## src/rtl/gray_counter.sv

```systemverilog
// rtl/gray_counter.sv - WIDTH-bit binary up/down counter with registered Gray and binary views
// Optional build macro GRAY_COUNTER_SAT_EN selects saturating limits instead of modular wrap-around.
module gray_counter #(
  parameter int WIDTH = 4
) (
  input  logic             clk,
  input  logic             reset,
  input  logic             en,
  input  logic             up,
  input  logic             load,
  input  logic [WIDTH-1:0] load_gray,
  output logic [WIDTH-1:0] bin,
  output logic [WIDTH-1:0] gray,
  output logic             wrap
);

  localparam logic [WIDTH-1:0] ONE      = {{(WIDTH-1){1'b0}}, 1'b1};
  localparam logic [WIDTH-1:0] ALL_ONES = {WIDTH{1'b1}};
  localparam logic [WIDTH-1:0] ZERO     = {WIDTH{1'b0}};

  // Prefix XOR from the MSB down.
  function automatic logic [WIDTH-1:0] g2b(input logic [WIDTH-1:0] g);
    logic [WIDTH-1:0] b;
    b[WIDTH-1] = g[WIDTH-1];
    for (int i = WIDTH - 2; i >= 0; i--) begin
      b[i] = b[i+1] ^ g[i];
    end
    return b;
  endfunction

  function automatic logic [WIDTH-1:0] b2g(input logic [WIDTH-1:0] b);
    return b ^ (b >> 1);
  endfunction

  logic [WIDTH-1:0] next_bin;
  logic             next_wrap;
  logic             at_max;
  logic             at_min;

  assign at_max = (bin == ALL_ONES);
  assign at_min = (bin == ZERO);

  always_comb begin
    next_bin  = bin;
    next_wrap = 1'b0;
    if (load) begin
      next_bin = g2b(load_gray);
    end else if (en) begin
      if (up) begin
`ifdef GRAY_COUNTER_SAT_EN
        if (at_max) begin
          next_wrap = 1'b1;
        end else begin
          next_bin = bin + ONE;
        end
`else
        next_bin  = bin + ONE;
        next_wrap = at_max;
`endif
      end else begin
`ifdef GRAY_COUNTER_SAT_EN
        if (at_min) begin
          next_wrap = 1'b1;
        end else begin
          next_bin = bin - ONE;
        end
`else
        next_bin  = bin - ONE;
        next_wrap = at_min;
`endif
      end
    end
  end

  // Gray comes from next_bin so both views change on the same edge without skew.
  always_ff @(posedge clk) begin
    if (reset) begin
      bin  <= ZERO;
      gray <= ZERO;
      wrap <= 1'b0;
    end else begin
      bin  <= next_bin;
      gray <= b2g(next_bin);
      wrap <= next_wrap;
    end
  end

endmodule
```

## config.mk

```make
export PLATFORM = sky130hd
export DESIGN_NAME = gray_counter
export DESIGN_NICKNAME = d
export VERILOG_FILES = /design/src/rtl/gray_counter.sv
export SDC_FILE = /design/constraint.sdc
export NUM_CORES = 1
export LEC_CHECK = 0
export ABC_AREA = 1
export CORE_MARGIN = 5
export CORE_UTILIZATION = 39
export DETAILED_ROUTE_END_ITERATION = 10
export GPL_TIMING_DRIVEN = 1
export PLACE_DENSITY = 0.82
export SYNTH_ARGS = -nofsm -noshare
export SYNTH_HDL_FRONTEND = slang
export SYNTH_SLANG_ARGS = --single-unit
```

## constraint.sdc

```tcl
create_clock -name clk -period 1.6 [get_ports clk]
set_input_delay 0.24 -clock clk [delete_from_list [all_inputs] [get_ports clk]]
set_output_delay 0.24 -clock clk [all_outputs]
set_load 0.02 [all_outputs]
```

# --- Yosys cells after proc, flatten, opt, wreduce, memory -nomap -nowiden ---
# Index checks and enable logic that the tools add are counted.
op_classes:
  addsub: 2
  eq_ne: 1
  muxes: 4
  bitwise_logic: 5
  reduce_logical: 2
ops:
  columns: ["cell", "n"]
  rows:
  - ["4-bit 2-to-1 mux", 3]
  - ["4-bit by 1-bit adder with 4-bit output (second input constant)", 1]
  - ["4-bit == test (second input constant)", 1]
  - ["4-bit logical NOT", 1]
  - ["4-bit by 1-bit subtractor with 4-bit output (second input constant)", 1]
  - ["4-bit by 3-bit bitwise XOR with 4-bit output", 1]
  - ["3-bit OR reduction", 1]
  - ["1-bit bitwise XOR", 3]
  - ["1-bit 2-to-1 mux", 1]
  - ["1-bit NOT", 1]
totals:
  reg_bits: 9
  in_bits: 9
  out_inout_bits: 9
  word_cells: 17

# --- Depth between registers and ports, before layout ---
logic_depth:
  ltp_word: 5
  depth_mapped: 12
  mapped_depth_nobuf: 12

# --- Least setup slack after synthesis ---
# No wires, ideal clock.
synth_path:
  path_type: "reg2reg"
  from: "register bin[0]"
  to: "register gray[1]"
  setup_ps: 112
  t_arrival_ps: 1560
  required_ps: 1488
  slack_ps: -72
  stages_incl_launch_ff: 9
  n_path_buf: 0
  synth_period_minus_slack_ps: 1672
  cell_sequence: "dfxtp_1 > inv_1 > fa_1 > a21oi_1 > o21ai_1 > a22oi_2 > inv_1 > nand2_1 > nand2_1"
synth_between:
  elab_chain_len: 5
  word_cells_on_any_way: 6
  cone_classes: "add/sub: 2; mux: 3; bitwise: 1"
synth_lines:
  columns: ["item", "line", "source"]
  rows:
  - ["start, declared", "12", "output logic [WIDTH-1:0] bin,"]
  - ["start signal, assigned", "82", "bin <= next_bin;"]
  - ["4-bit by 1-bit subtractor with 4-bit output or 4-bit by 1-bit adder with 4-bit output (tied branches)", "68, 57", null]
  - ["4-bit 2-to-1 mux *", "49", "if (up) begin"]
  - ["4-bit 2-to-1 mux *", "48", "end else if (en) begin"]
  - ["4-bit 2-to-1 mux *", "46", "if (load) begin"]
  - ["4-bit by 3-bit bitwise XOR with 4-bit output *", "32", "return b ^ (b >> 1);"]
  - ["end signal, assigned", "83", "gray <= b2g(next_bin);"]
  - ["end, declared", "13", "output logic [WIDTH-1:0] gray,"]
# Every way passes the cells marked *; elsewhere a longest branch is shown, timed or not.
# A chain may end at the register's enable or synchronous reset.

# --- Final worst setup path ---
layout_path:
  from: "register bin[1]"
  to: "register gray[2]"
# The elaborated chain is that of the path after synthesis.

==> results_dict.tcl <==
set metrics [dict create \
    num_rows 13 \
    power.total_w 0.000647 \
    crit_start "bin[1]" \
    power.leakage_nw 0.428 \
    status "complete, no violations" \
    drt_first_pass_iters 4 \
    clockRootBuffer "clkbuf_4" \
    cts-buffers-inserted 3 \
    holdCritStartpoint "up" \
    cts_buffer_depth 2 \
    die_area_mm2 0.00232 \
    yosysWarnings 0 \
    rr_endpoint "gray[2]" \
    setup_slack_ns 0.00482 \
    pwr-share-seq 0.355 \
    layout_commonest_cell "nand2_1" \
    gp_congestion 0.895 \
    worstRegToRegCells 8 \
    drtAntennaViolNets 0 \
    dp.cells 120 \
    finalHoldViolCount 0 \
    vias_per_cell 5.01 \
    synth_nets 96 \
    grt_max_degree 8 \
    vdd_ir_drop_max_uv 633 \
    antenna_found_initial 0 \
    wl_mm 1.48 \
    cts_tree "done" \
    max-slew-margin-rel 0.816 \
    max_freq_mhz 627 \
    pwr-share-comb 0.416 \
    synth.area.top_cells "dfxtp_1 28%, nand2_1 14%, inv_1 8.6%" \
    cp.arrival_ns 1.79 \
    p_int_w 0.000432 \
    worstMarginPinSlew_ns 0.275 \
    utilization 0.625 \
    fin_cells 126 \
    period_minus_slack_ns 1.60 \
    holdWs_ns 0.522 \
    critical_path.max_fanout 4 \
    dp_hpwl_mm 1.10 \
    avgRoutedWirePerCell_um 11.8 \
    pin_count 18 \
    clkTransAtPathRegs_ns 0.05 \
    path_class "reg2reg" \
    postSynth.asyncResetShare 0 \
    hp-class "in2reg" \
    drive_gt1_frac 0.279 \
    avgSynthCellArea_um2 6.78 \
    drc 0 \
    clkPwrFrac 0.228 \
    fin_nets 125 \
    synthToLayoutAreaGrowth_pct 46.4 \
    clock_skew_ns 0.00663 \
    yosysSeqAreaShare 0.281 \
    yosys_most_used_dff "dfxtp_1" \
    htree_num_levels 1 \
    worstHoldEndpoint "wrap" \
    grt_pass1_wl_mm 2.15 \
    reg2reg_slack_ns 0.005 \
    yosysUniqueCellTypes 22 \
    netlist.area_leader.share 0.281 \
    antenna_cells 0 \
    drt_iter0_markers 15 \
    synth_edf_count 0 \
    setup_violations 0 \
    critical_path.startpoint_type "flip-flop" \
    start_util 0.427 \
    syn_area_um2 569 \
    synth_cells 84 \
    die_w_um 48.2 \
    p_sw_frac 0.333 \
    timing.final.crit_share 0.997 \
    power_switching_w 0.000215 \
    ys_ff_latch 8 \
    grt_pass1_vias 577 \
    dp_slack_ns -0.369 \
    end_kind "flip-flop" \
    finalMaxSlewViolations 0 \
    gr-total-overflow 0 \
    vias 631 \
    cts.sinks 8 \
    clk_latency_ns 0.25 \
    port_buffers 17 \
    core_area_mm2 0.00133 \
    powerDensity_mw_per_mm2 777 \
    hold_depth 5 \
    cp_data_required_time_ns 1.79 \
    track_usage 0.131 \
    layout_common_cells "21 x nand2_1, 15 x clkdlybuf4s50_1, 12 x inv_1, 9 x buf_4, 8 x nor2_1" \
    r2r_start "bin[1]" \
    die_y_um 48.2 \
    synth_top_area_cell "dfxtp_1" \
    max_cap_viol_count 0 \
]
==> metrics by stage <==
step	setup TNS (ns)	area [um2]
global placement	-1.45	778
floorplan	0	572
detailed placement	-1.63	778
CTS	0	800
global route	-0.164	833
finish	0	833
==> routing by layer <==
metal	vias to the layer above	track usage	wire, um
met3	2	0.0443	116
met1	284	0.146	591
met2	23	0.224	751
met4	0	0.0591	23
met5	-	0	0
li1	322	-	-
==> kinds of logic (layout without fill, tap and decap cells) <==
logic type	Yosys count	count (layout)	share of synthesized area
flops	8	8	0.281
compound gates	12	12	0.130
simple gates	45	45	0.369
fa+ha+maj	3	3	0.0791
buf+inv	16	43	0.141
==> sequential cells by signal, summed over array words and instances, names as in the netlist <==
register  flops
wrap          1
gray          3
bin           4
==> worst max-delay path: stages, from the launching register on <==
cell     delay [ns]
dfxtp_2        0.33
inv_2          0.05
fa_2           0.38
a21oi_2        0.17
o21ai_2        0.08
a22oi_2        0.25
buf_4          0.17
nor2_2         0.03
nor2_1         0.08
==> cell usage after synthesis, types with 2 or more instances <==
cell type / n
nand2_1: 21
inv_1: 13
nand3_2: 2
o21ai_1: 2
nand3_1: 5
ha_1: 2
nand2_2: 5
nor2_1: 9
a21oi_1: 5
dfxtp_1: 8
==> timing repair <==
action	in CTS	in global routing
pin swaps	0	4
buffers inserted	0	3
hold buffers	0	0
gates cloned	0	0
resized for setup	1	8
setup endpoints to repair	3	4
==> how the worst max path moves through the flow <==
stage | to | slack (ns)
2_1_floorplan | gray[1] | 0.04
3_3_place_gp | gray[2] | -0.33
3_5_place_dp | gray[2] | -0.37
4_1_cts | bin[2] | 0.005
5_1_grt | gray[1] | -0.08
6_report | gray[2] | 0.005
==> area by class of cell <==
class                      instances  area (um2)
sequential                         8         163
tap                               15        18.8
timing repair buffer              26         235
fill                             113         500
multi-input combinational         60         342
inverter                          14        52.6
clock buffer                       3        22.5
==> power groups by stage <==
| stage | Combinational, W | Clock [W] | Sequential, W |
|---|---|---|---|
| 5_1_grt | 0.000298 | 0.000161 | 0.000231 |
| 3_5_place_dp | 0.000244 | 0 | 0.000233 |
| 3_3_place_gp | 0.000239 | 0 | 0.000232 |
| 2_1_floorplan | 0.000115 | 0 | 0.000262 |
| 6_report | 0.000269 | 0.000148 | 0.000230 |
| 4_1_cts | 0.000244 | 0.000153 | 0.000229 |
Power figures use the tool's default switching activity.
